### src/rtl/mem_arb_pkg.sv
// Shared state encoding, port indices and constants for the two-port memory arbiter.
package mem_arb_pkg;

  typedef enum logic {
    ST_IDLE = 1'b0,
    ST_BUSY = 1'b1
  } arb_state_t;

  localparam logic PORT0 = 1'b0;
  localparam logic PORT1 = 1'b1;

  localparam int unsigned TIMEOUT_DEF = 15;
  localparam int          WDOG_W      = 8;
  localparam logic [31:0] ERR_DATA    = 32'hDEAD_BEEF;

  // Data returned to the owner on completion: poison on abort, zero on writes.
  function automatic logic [31:0] ack_data(input logic        abort,
                                           input logic        we,
                                           input logic [31:0] mem_dout);
    logic [31:0] d;
    d = mem_dout;
    if (abort) begin
      d = ERR_DATA;
    end else if (we) begin
      d = '0;
    end
    return d;
  endfunction

endpackage

### src/rtl/mem_arbiter_if.sv
// Bus bundle for the arbiter: two requester ports plus the shared memory port.
// master = arbiter side, slave = requesters and memory.
interface mem_arbiter_if;

  logic        p0_cs,    p1_cs;
  logic        p0_we,    p1_we;
  logic [31:0] p0_addr,  p1_addr;
  logic [31:0] p0_din,   p1_din;
  logic [31:0] p0_dout,  p1_dout;
  logic        p0_ack,   p1_ack;
  logic        p0_stall, p1_stall;
  logic        p0_err,   p1_err;

  logic        mem_cs;
  logic        mem_we;
  logic [31:0] mem_addr;
  logic [31:0] mem_din;
  logic [31:0] mem_dout;
  logic        mem_ack;

  modport master (
    input  p0_cs, p0_we, p0_addr, p0_din,
    input  p1_cs, p1_we, p1_addr, p1_din,
    output p0_dout, p0_ack, p0_stall, p0_err,
    output p1_dout, p1_ack, p1_stall, p1_err,
    output mem_cs, mem_we, mem_addr, mem_din,
    input  mem_dout, mem_ack
  );

  modport slave (
    output p0_cs, p0_we, p0_addr, p0_din,
    output p1_cs, p1_we, p1_addr, p1_din,
    input  p0_dout, p0_ack, p0_stall, p0_err,
    input  p1_dout, p1_ack, p1_stall, p1_err,
    input  mem_cs, mem_we, mem_addr, mem_din,
    output mem_dout, mem_ack
  );

endinterface

### src/rtl/arb_rr2.sv
// Two-way winner select, purely combinational; round-robin or port-0 priority.
module arb_rr2
  import mem_arb_pkg::*;
(
  input  logic [1:0] i_req,
  input  logic       i_last_owner,
  input  logic       i_rr_en,
  output logic       o_grant,
  output logic       o_grant_vld
);

  always_comb begin
    o_grant_vld = |i_req;
    o_grant     = PORT0;
    case (i_req)
      2'b10:   o_grant = PORT1;
      // Contention: hand the bus to whoever was not served last.
      2'b11:   o_grant = (i_rr_en && (i_last_owner == PORT0)) ? PORT1 : PORT0;
      default: o_grant = PORT0;
    endcase
  end

endmodule

### src/rtl/mem_arbiter.sv
// Two-port memory arbiter: request at T, mem_cs at T+1, ack in the mem_ack cycle (T+2 min).
// Losing/waiting ports stall until their own ack; a watchdog aborts a hung memory access.
module mem_arbiter
  import mem_arb_pkg::*;
#(
  parameter bit          RR_EN   = 1'b1,
  parameter int unsigned TIMEOUT = TIMEOUT_DEF
) (
  input  logic          i_clk,
  input  logic          i_rst_n,
  mem_arbiter_if.master io_bus
);

  localparam logic [WDOG_W-1:0] WDOG_LAST = WDOG_W'(TIMEOUT - 1);

  arb_state_t        r_state;
  logic              r_mem_cs;
  logic              r_owner;
  logic              r_last_owner;
  logic              r_we;
  logic [31:0]       r_addr;
  logic [31:0]       r_din;
  logic [WDOG_W-1:0] r_wdog;

  logic        w_grant;
  logic        w_grant_vld;
  logic        w_busy;
  logic        w_expire;
  logic        w_done;
  logic        w_abort;
  logic [31:0] w_ack_dat;

  arb_rr2 u_arb (
    .i_req        ({io_bus.p1_cs, io_bus.p0_cs}),
    .i_last_owner (r_last_owner),
    .i_rr_en      (RR_EN),
    .o_grant      (w_grant),
    .o_grant_vld  (w_grant_vld)
  );

  assign w_busy    = (r_state == ST_BUSY);
  assign w_expire  = w_busy && (r_wdog == WDOG_LAST);
  assign w_done    = w_busy && (io_bus.mem_ack || w_expire);
  // A real ack in the expiry cycle wins over the abort.
  assign w_abort   = w_expire && !io_bus.mem_ack;
  assign w_ack_dat = ack_data(w_abort, r_we, io_bus.mem_dout);

  always_ff @(posedge i_clk or negedge i_rst_n) begin
    if (!i_rst_n) begin
      r_state      <= ST_IDLE;
      r_mem_cs     <= 1'b0;
      r_owner      <= PORT0;
      r_last_owner <= PORT1;
      r_we         <= 1'b0;
      r_addr       <= '0;
      r_din        <= '0;
      r_wdog       <= '0;
    end else begin
      case (r_state)
        ST_IDLE: begin
          r_wdog <= '0;
          if (w_grant_vld) begin
            r_state  <= ST_BUSY;
            r_mem_cs <= 1'b1;
            r_owner  <= w_grant;
            r_we     <= (w_grant == PORT1) ? io_bus.p1_we   : io_bus.p0_we;
            r_addr   <= (w_grant == PORT1) ? io_bus.p1_addr : io_bus.p0_addr;
            r_din    <= (w_grant == PORT1) ? io_bus.p1_din  : io_bus.p0_din;
          end
        end
        ST_BUSY: begin
          r_wdog <= r_wdog + 1'b1;
          if (w_done) begin
            r_state      <= ST_IDLE;
            r_mem_cs     <= 1'b0;
            r_last_owner <= r_owner;
            r_wdog       <= '0;
          end
        end
        default: begin
          r_state  <= ST_IDLE;
          r_mem_cs <= 1'b0;
        end
      endcase
    end
  end

  assign io_bus.mem_cs   = r_mem_cs;
  assign io_bus.mem_we   = r_we;
  assign io_bus.mem_addr = r_addr;
  assign io_bus.mem_din  = r_din;

  assign io_bus.p0_ack   = w_done && (r_owner == PORT0);
  assign io_bus.p1_ack   = w_done && (r_owner == PORT1);
  assign io_bus.p0_err   = w_abort && (r_owner == PORT0);
  assign io_bus.p1_err   = w_abort && (r_owner == PORT1);
  assign io_bus.p0_dout  = io_bus.p0_ack ? w_ack_dat : '0;
  assign io_bus.p1_dout  = io_bus.p1_ack ? w_ack_dat : '0;
  assign io_bus.p0_stall = io_bus.p0_cs && !io_bus.p0_ack;
  assign io_bus.p1_stall = io_bus.p1_cs && !io_bus.p1_ack;

endmodule

### src/flat_wrapper.sv
// flat-port wrapper written by rule: the top's interface ports become plain ports
module mem_arbiter_flat import mem_arb_pkg::*;
#(
  parameter bit          RR_EN   = 1'b1,
  parameter int unsigned TIMEOUT = TIMEOUT_DEF
)
  (i_clk, i_rst_n, io_bus_p0_cs, io_bus_p0_we, io_bus_p0_addr, io_bus_p0_din, io_bus_p1_cs, io_bus_p1_we, io_bus_p1_addr, io_bus_p1_din, io_bus_p0_dout, io_bus_p0_ack, io_bus_p0_stall, io_bus_p0_err, io_bus_p1_dout, io_bus_p1_ack, io_bus_p1_stall, io_bus_p1_err, io_bus_mem_cs, io_bus_mem_we, io_bus_mem_addr, io_bus_mem_din, io_bus_mem_dout, io_bus_mem_ack);
  mem_arbiter_if io_bus_i ();
  input  logic i_clk;
  input  logic i_rst_n;
  input wire logic [$bits(io_bus_i.p0_cs)-1:0] io_bus_p0_cs;
  input wire logic [$bits(io_bus_i.p0_we)-1:0] io_bus_p0_we;
  input wire logic [$bits(io_bus_i.p0_addr)-1:0] io_bus_p0_addr;
  input wire logic [$bits(io_bus_i.p0_din)-1:0] io_bus_p0_din;
  input wire logic [$bits(io_bus_i.p1_cs)-1:0] io_bus_p1_cs;
  input wire logic [$bits(io_bus_i.p1_we)-1:0] io_bus_p1_we;
  input wire logic [$bits(io_bus_i.p1_addr)-1:0] io_bus_p1_addr;
  input wire logic [$bits(io_bus_i.p1_din)-1:0] io_bus_p1_din;
  output wire logic [$bits(io_bus_i.p0_dout)-1:0] io_bus_p0_dout;
  output wire logic [$bits(io_bus_i.p0_ack)-1:0] io_bus_p0_ack;
  output wire logic [$bits(io_bus_i.p0_stall)-1:0] io_bus_p0_stall;
  output wire logic [$bits(io_bus_i.p0_err)-1:0] io_bus_p0_err;
  output wire logic [$bits(io_bus_i.p1_dout)-1:0] io_bus_p1_dout;
  output wire logic [$bits(io_bus_i.p1_ack)-1:0] io_bus_p1_ack;
  output wire logic [$bits(io_bus_i.p1_stall)-1:0] io_bus_p1_stall;
  output wire logic [$bits(io_bus_i.p1_err)-1:0] io_bus_p1_err;
  output wire logic [$bits(io_bus_i.mem_cs)-1:0] io_bus_mem_cs;
  output wire logic [$bits(io_bus_i.mem_we)-1:0] io_bus_mem_we;
  output wire logic [$bits(io_bus_i.mem_addr)-1:0] io_bus_mem_addr;
  output wire logic [$bits(io_bus_i.mem_din)-1:0] io_bus_mem_din;
  input wire logic [$bits(io_bus_i.mem_dout)-1:0] io_bus_mem_dout;
  input wire logic [$bits(io_bus_i.mem_ack)-1:0] io_bus_mem_ack;
  assign io_bus_i.p0_cs = io_bus_p0_cs;
  assign io_bus_i.p0_we = io_bus_p0_we;
  assign io_bus_i.p0_addr = io_bus_p0_addr;
  assign io_bus_i.p0_din = io_bus_p0_din;
  assign io_bus_i.p1_cs = io_bus_p1_cs;
  assign io_bus_i.p1_we = io_bus_p1_we;
  assign io_bus_i.p1_addr = io_bus_p1_addr;
  assign io_bus_i.p1_din = io_bus_p1_din;
  assign io_bus_p0_dout = io_bus_i.p0_dout;
  assign io_bus_p0_ack = io_bus_i.p0_ack;
  assign io_bus_p0_stall = io_bus_i.p0_stall;
  assign io_bus_p0_err = io_bus_i.p0_err;
  assign io_bus_p1_dout = io_bus_i.p1_dout;
  assign io_bus_p1_ack = io_bus_i.p1_ack;
  assign io_bus_p1_stall = io_bus_i.p1_stall;
  assign io_bus_p1_err = io_bus_i.p1_err;
  assign io_bus_mem_cs = io_bus_i.mem_cs;
  assign io_bus_mem_we = io_bus_i.mem_we;
  assign io_bus_mem_addr = io_bus_i.mem_addr;
  assign io_bus_mem_din = io_bus_i.mem_din;
  assign io_bus_i.mem_dout = io_bus_mem_dout;
  assign io_bus_i.mem_ack = io_bus_mem_ack;
  mem_arbiter #(.RR_EN(RR_EN), .TIMEOUT(TIMEOUT)) u_core (.i_clk(i_clk), .i_rst_n(i_rst_n), .io_bus(io_bus_i));
endmodule
### config.mk
export PLATFORM = sky130hd
export DESIGN_NAME = mem_arbiter_flat
export DESIGN_NICKNAME = d
export VERILOG_FILES = /design/src/rtl/mem_arb_pkg.sv /design/src/rtl/mem_arbiter_if.sv /design/src/rtl/arb_rr2.sv /design/src/rtl/mem_arbiter.sv /design/src/flat_wrapper.sv
export SDC_FILE = /design/constraint.sdc
export NUM_CORES = 1
export LEC_CHECK = 0
export BUFFER_PORTS_ARGS = -buffer_cell sky130_fd_sc_hd__buf_2
export CORE_AREA = 2 2 117 119
export DETAILED_ROUTE_END_ITERATION = 12
export DIE_AREA = 0 0 119 121
export PLACE_DENSITY = 0.68
export SLEW_MARGIN = 20
export SYNTH_ARGS = -nofsm -noshare
export SYNTH_HDL_FRONTEND = slang
export SYNTH_SLANG_ARGS = --single-unit
### constraint.sdc
create_clock -name i_clk -period 4 [get_ports i_clk]
set_clock_uncertainty 0.1 [all_clocks]
set_input_delay 0.4 -clock i_clk [delete_from_list [all_inputs] [get_ports i_clk]]
set_output_delay 0.4 -clock i_clk [all_outputs]
set_load 0.03 [all_outputs]
Word level (Yosys, flattened, before mapping)
Index checks and enable logic that the tools add are counted.
W data, S select, Z words.
{ "op_classes": {"addsub": 1, "n_mul": 0, "div_mod_pow": 0, "magnitude_cmp": 0, "n_eq_ne": 5, "shift": 0, "mux": 17, "n_bitwise": 2, "reduce_logical": 17} }
{ "op_table": {"columns": ["operator", "count"], "rows": [
  ["$mux W32", 6],
  ["$pmux W8 S2", 1],
  ["$logic_and A1 B1 Y1", 9],
  ["$add A8 B1 Y8 const B", 1],
  ["$eq A8 B4 Y1 const B", 1],
  ["$mux W8", 1],
  ["$mux W1", 6],
  ["$pmux W1 S2", 3],
  ["$reduce_and A2 Y1", 3],
  ["$eq A2 B2 Y1 const B", 2],
  ["$ne A2 B2 Y1 const B", 2],
  ["$logic_not A1 Y1", 3],
  ["$not A1 Y1", 2],
  ["$reduce_or A2 Y1", 1],
  ["$logic_or A1 B1 Y1", 1]
]} }
{ "totals": {"register_bits": 77, "latch_bits": 0, "ramBits": 0, "mem_bits_ro": 0, "input_bits": 167, "output_inout_bits": 136, "elab_cells": 50, "n_memories": 0} }

Logic depth before layout (Yosys ltp)
{ "logic_depth": {"word_depth": 7, "mapped_depth": 6, "mapped_depth_nobuf": 5} }

Hierarchy
From an unflattened synthesis, not the netlist that was laid out.
{ "hier_totals": {"cells_unflattened": 462, "hier_area_um2": 4420.5} }
{ "modules_own_cells": {"columns": ["mod", "n_inst", "cells_each", "area_per_inst_um2", "seq_area_each_um2"], "rows": [
  ["mem_arbiter", 1, 459, 4400.5, 1928.1],
  ["arb_rr2", 1, 3, 20.0, 0.0]
]} }

Worst setup path after synthesis
OpenSTA, ideal clock, no wires.
{ "synth_timing": {"path_kind": "register -> output", "start": "register u_core.r_wdog[0]", "end": "output port io_bus_p0_dout[18]", "arrival_ns": 2.121, "t_required_ns": 3.500, "slack_ns": 1.379, "path_stages_with_launch": 7, "path_buffers": 1, "cell_sequence": "dfrtp_1 > inv_1 > ha_1 > nor4b_4 > clkbuf_1 > a32oi_1 > nor3_1"} }
{ "synth_via": {"elab_chain_len": 6, "word_cells_on_any_way": 8, "classes_between": "eq/ne: 1; mux: 2; reduce/logical: 5"} }
{ "synth_lines": {"columns": ["element", "line_no", "rtl"], "rows": [
  ["start: declaration", "mem_arbiter.sv:23", "logic [WDOG_W-1:0] r_wdog;"],
  ["start signal: assignment", "mem_arbiter.sv:72", "r_wdog <= r_wdog + 1'b1;"],
  ["$eq A8 B4 Y1 *", "mem_arbiter.sv:42", "assign w_expire = w_busy && (r_wdog == WDOG_LAST);"],
  ["$logic_and A1 B1 Y1 *", "mem_arbiter.sv:42", null],
  ["$logic_or A1 B1 Y1", "mem_arbiter.sv:43", "assign w_done = w_busy && (io_bus.mem_ack || w_expire);"],
  ["$logic_and A1 B1 Y1", "mem_arbiter.sv:43", null],
  ["$logic_and A1 B1 Y1", "mem_arbiter.sv:93", "assign io_bus.p0_ack = w_done && (r_owner == PORT0);"],
  ["$mux W32 *", "mem_arbiter.sv:97", "assign io_bus.p0_dout = io_bus.p0_ack ? w_ack_dat : '0;"],
  ["end: declaration", "flat_wrapper.sv:19", "output wire logic [$bits(io_bus_i.p0_dout)-1:0] io_bus_p0_dout;"]
]} }
Every way passes the cells marked *; elsewhere a longest branch is shown, timed or not.

Final worst setup path
{ "layout_timing": {"start": "register u_core.r_wdog[0]", "end": "output port io_bus_p1_stall"} }
{ "layout_via": {"elab_chain_len": 7} }
{ "layout_lines": {"columns": ["element", "line_no", "rtl"], "rows": [
  ["$eq A8 B4 Y1", "mem_arbiter.sv:42", null],
  ["$logic_and A1 B1 Y1", "mem_arbiter.sv:42", null],
  ["$logic_or A1 B1 Y1", "mem_arbiter.sv:43", null],
  ["$logic_and A1 B1 Y1", "mem_arbiter.sv:43", null],
  ["$logic_and A1 B1 Y1", "mem_arbiter.sv:94", "assign io_bus.p1_ack = w_done && (r_owner == PORT1);"],
  ["$logic_not A1 Y1", "mem_arbiter.sv:100", "assign io_bus.p1_stall = io_bus.p1_cs && !io_bus.p1_ack;"],
  ["$logic_and A1 B1 Y1", "mem_arbiter.sv:100", null],
  ["end: declaration", "flat_wrapper.sv:25", "output wire logic [$bits(io_bus_i.p1_stall)-1:0] io_bus_p1_stall;"]
]} }
Every way passes these cells.

==> results.json <==
{
  "root_buffer": "clkbuf_16",
  "path_class": "reg2out",
  "cts_buffers": 9,
  "slew_viol_final": 0,
  "routedWlPerCell_um": 14.3,
  "drive_gt1_frac": 0.475,
  "die_y_um": 121,
  "timing.slew.headroom": 0.359,
  "hold_violations": 0,
  "yosys-top-cells-count": "dfrtp_1, nand2_1, mux2i_1",
  "multi_input_area_mm2": 0.00223,
  "cp.required_ns": 3.50,
  "syn_avg_cell_area_um2": 9.54,
  "status": "complete, no violations",
  "crit_path_end_kind": "output port",
  "min_path_type": "in2async",
  "drt_first_pass_iters": 4,
  "crit_arrival_ns": 2.63,
  "routed_via_density": 4.81,
  "r2r_start": "u_core.r_wdog[0]",
  "hold_slack_ns": 0.115,
  "grt_max_degree": 93,
  "synth_area_leaders": "dfrtp_1, mux2i_1, nand2_1, nor3_1, nor4b_2",
  "post-route-util": 0.484,
  "grt.overflow.total": 0,
  "synth_flop_cell": "dfrtp_1",
  "fp.coreArea_mm2": 0.0131,
  "syn_inst": 456,
  "netlist_area_mm2": 0.00435,
  "ir_drop_mv": 0.259,
  "grt_pass1_wl_um": 20700,
  "max_freq_mhz": 320,
  "areaGrowthSynthToFinish_pct": 45.7,
  "rsz0062_at_grt": "no",
  "clock_path_buffers": 2,
  "synth.largest_area_cell": "dfrtp_1",
  "period_needed_ns": 3.13,
  "dieArea_mm2": 0.0144,
  "r2r_cells": 7,
  "drt-initial-drc-count": 172,
  "cts_setup_buffers": 0,
  "antenna_found_initial": 1,
  "period_share": 0.782,
  "ios": 303,
  "regArea_mm2": 0.00193,
  "antenna_left": 0,
  "ctsHtreeMaxLevel": 3,
  "syn_nets": 625,
  "crit_path_max_fanout": 66,
  "drv_cap": 0,
  "io_buffers": 302,
  "dp_hpwl_um": 10100,
  "synth_most_common_cell": "dfrtp_1",
  "synth_cell_types": 34,
  "fillerInstances": 1273,
  "wirelength_um": 13100,
  "clock_sinks": 77,
  "start_kind": "register",
  "synth_seq_area_share": 0.443,
  "worst_slew_pin_slew_ns": 0.961,
  "tns_ns": 0,
  "synth_top_area_share": 0.437,
  "holdBufCountCts": 0,
  "cellLeakagePower_nw": 3.26,
  "final_nets": 902,
  "start_util": 0.332,
  "ys_warn_count": 0,
  "cts_tree": "done",
  "globalplace.congestion": 0.798,
  "vias": 4396,
  "finalPower_mw": 4.04,
  "synth_edf_count": 0,
  "path_clk_slew_ns": 0.06,
  "num_rows": 42,
  "synth-seq-cells": 77,
  "setup-violations-final": 0,
  "cts_resized": 0,
  "cp-startpoint": "u_core.r_wdog[0]",
  "drc": 0,
  "clock_latency_ns": 0.33,
  "dieWidth_um": 119,
  "synthArstFlopShare": 1.00,
  "p_per_area_mw_per_mm2": 638,
  "first_global_vias": 4066,
  "grtUsageTotal": 0.183
}
[placed cells by master, fill, tap and decap left out, types with 3 or more instances in the layout]
cell type | netlist | final
a21oi_1 | 3 | 3
a32oi_1 | 24 | 24
buf_2 | 8 | 301
buf_4 | 2 | 9
clkbuf_16 | 0 | 9
dfrtp_1 | 76 | 76
inv_1 | 5 | 5
mux2i_1 | 65 | 65
nand2_1 | 68 | 68
nand3_1 | 4 | 4
nor2_1 | 7 | 7
nor3_1 | 50 | 50
nor4b_2 | 16 | 16
o21ai_0 | 42 | 42
o21ai_1 | 26 | 26
or3_1 | 3 | 3
[cells by family after synthesis]
kind of cell	Yosys count	synth area share
XOR/XNOR	3	0.00604
buffers and inverters	53	0.0498
flip-flops	77	0.443
multiplexers	66	0.152
AND/OR/NAND/NOR	151	0.196
AO/OA/AOI/OAI	104	0.148
adder cells (fa/ha/maj)	2	0.00575
[through the flow]
step	setup slack [ns]	cells	instance area (µm²)
4_1_cts	0.847	913	6340
3_5_place_dp	1.21	898	6020
5_1_grt	0.616	914	6340
3_3_place_gp	1.26	898	6020
2_1_floorplan	1.38	456	4350
6_report	0.872	914	6340
[metal layers]
| metal | vias up | global-route usage | wire (µm) |
|---|---|---|---|
| met5 | - | 0 | 0 |
| met4 | 0 | 0.0707 | 212 |
| met3 | 12 | 0.0498 | 1010 |
| met2 | 202 | 0.322 | 6630 |
| met1 | 1966 | 0.211 | 5200 |
| li1 | 2216 | - | - |
[flip-flops by register name, summed over array words and instances (netlist names)]
signal	cells
u_core.r_owner	1
u_core.r_wdog	8
u_core.io_bus.mem_cs	1
u_core.io_bus.mem_addr	32
u_core.r_last_owner	1
u_core.io_bus.mem_din	32
u_core.r_state	1
u_core.io_bus.mem_we	1
[area by class of cell]
cell class / instances / area share
multi-input combinational: 326 / 0.352
tap: 176 / 0.0347
clock buffer: 9 / 0.0355
sequential: 77 / 0.304
clock inverter: 6 / 0.0148
timing repair buffer: 312 / 0.255
inverter: 7 / 0.00415
antenna: 1 / 0.000395
[power by group]
group / total [mW] / switching (mW) / internal (mW) / leakage (nW)
Sequential: 1.20 / 0.142 / 1.06 / 0.954
Clock: 0.869 / 0.321 / 0.548 / 0.153
Combinational: 1.97 / 1.40 / 0.569 / 2.15
Total: 4.04 / 1.86 / 2.18 / 3.26
[path summary, 6_finish.rpt]
path / end / slack, ns
worst max-delay path: io_bus_p1_stall / 0.87
worst min-delay path: u_core.io_bus.mem_din[16] / 0.11
worst max register to register: u_core.io_bus.mem_cs / 1.67
worst min register to register: u_core.io_bus.mem_addr[14] / 0.37
max in group asynchronous: u_core.r_wdog[7] / 3.05
min in group i_clk: u_core.io_bus.mem_din[28] / 0.23
[worst max-delay path, cell delays in order (launching register included)]
cell     delay, ns
dfrtp_1       0.42
inv_1         0.06
ha_1          0.19
nor4b_4       0.12
buf_4         0.22
a22oi_2       0.25
buf_4         0.64
o21a_1        0.18
buf_2         0.19
(Power assumes the default switching activity.)
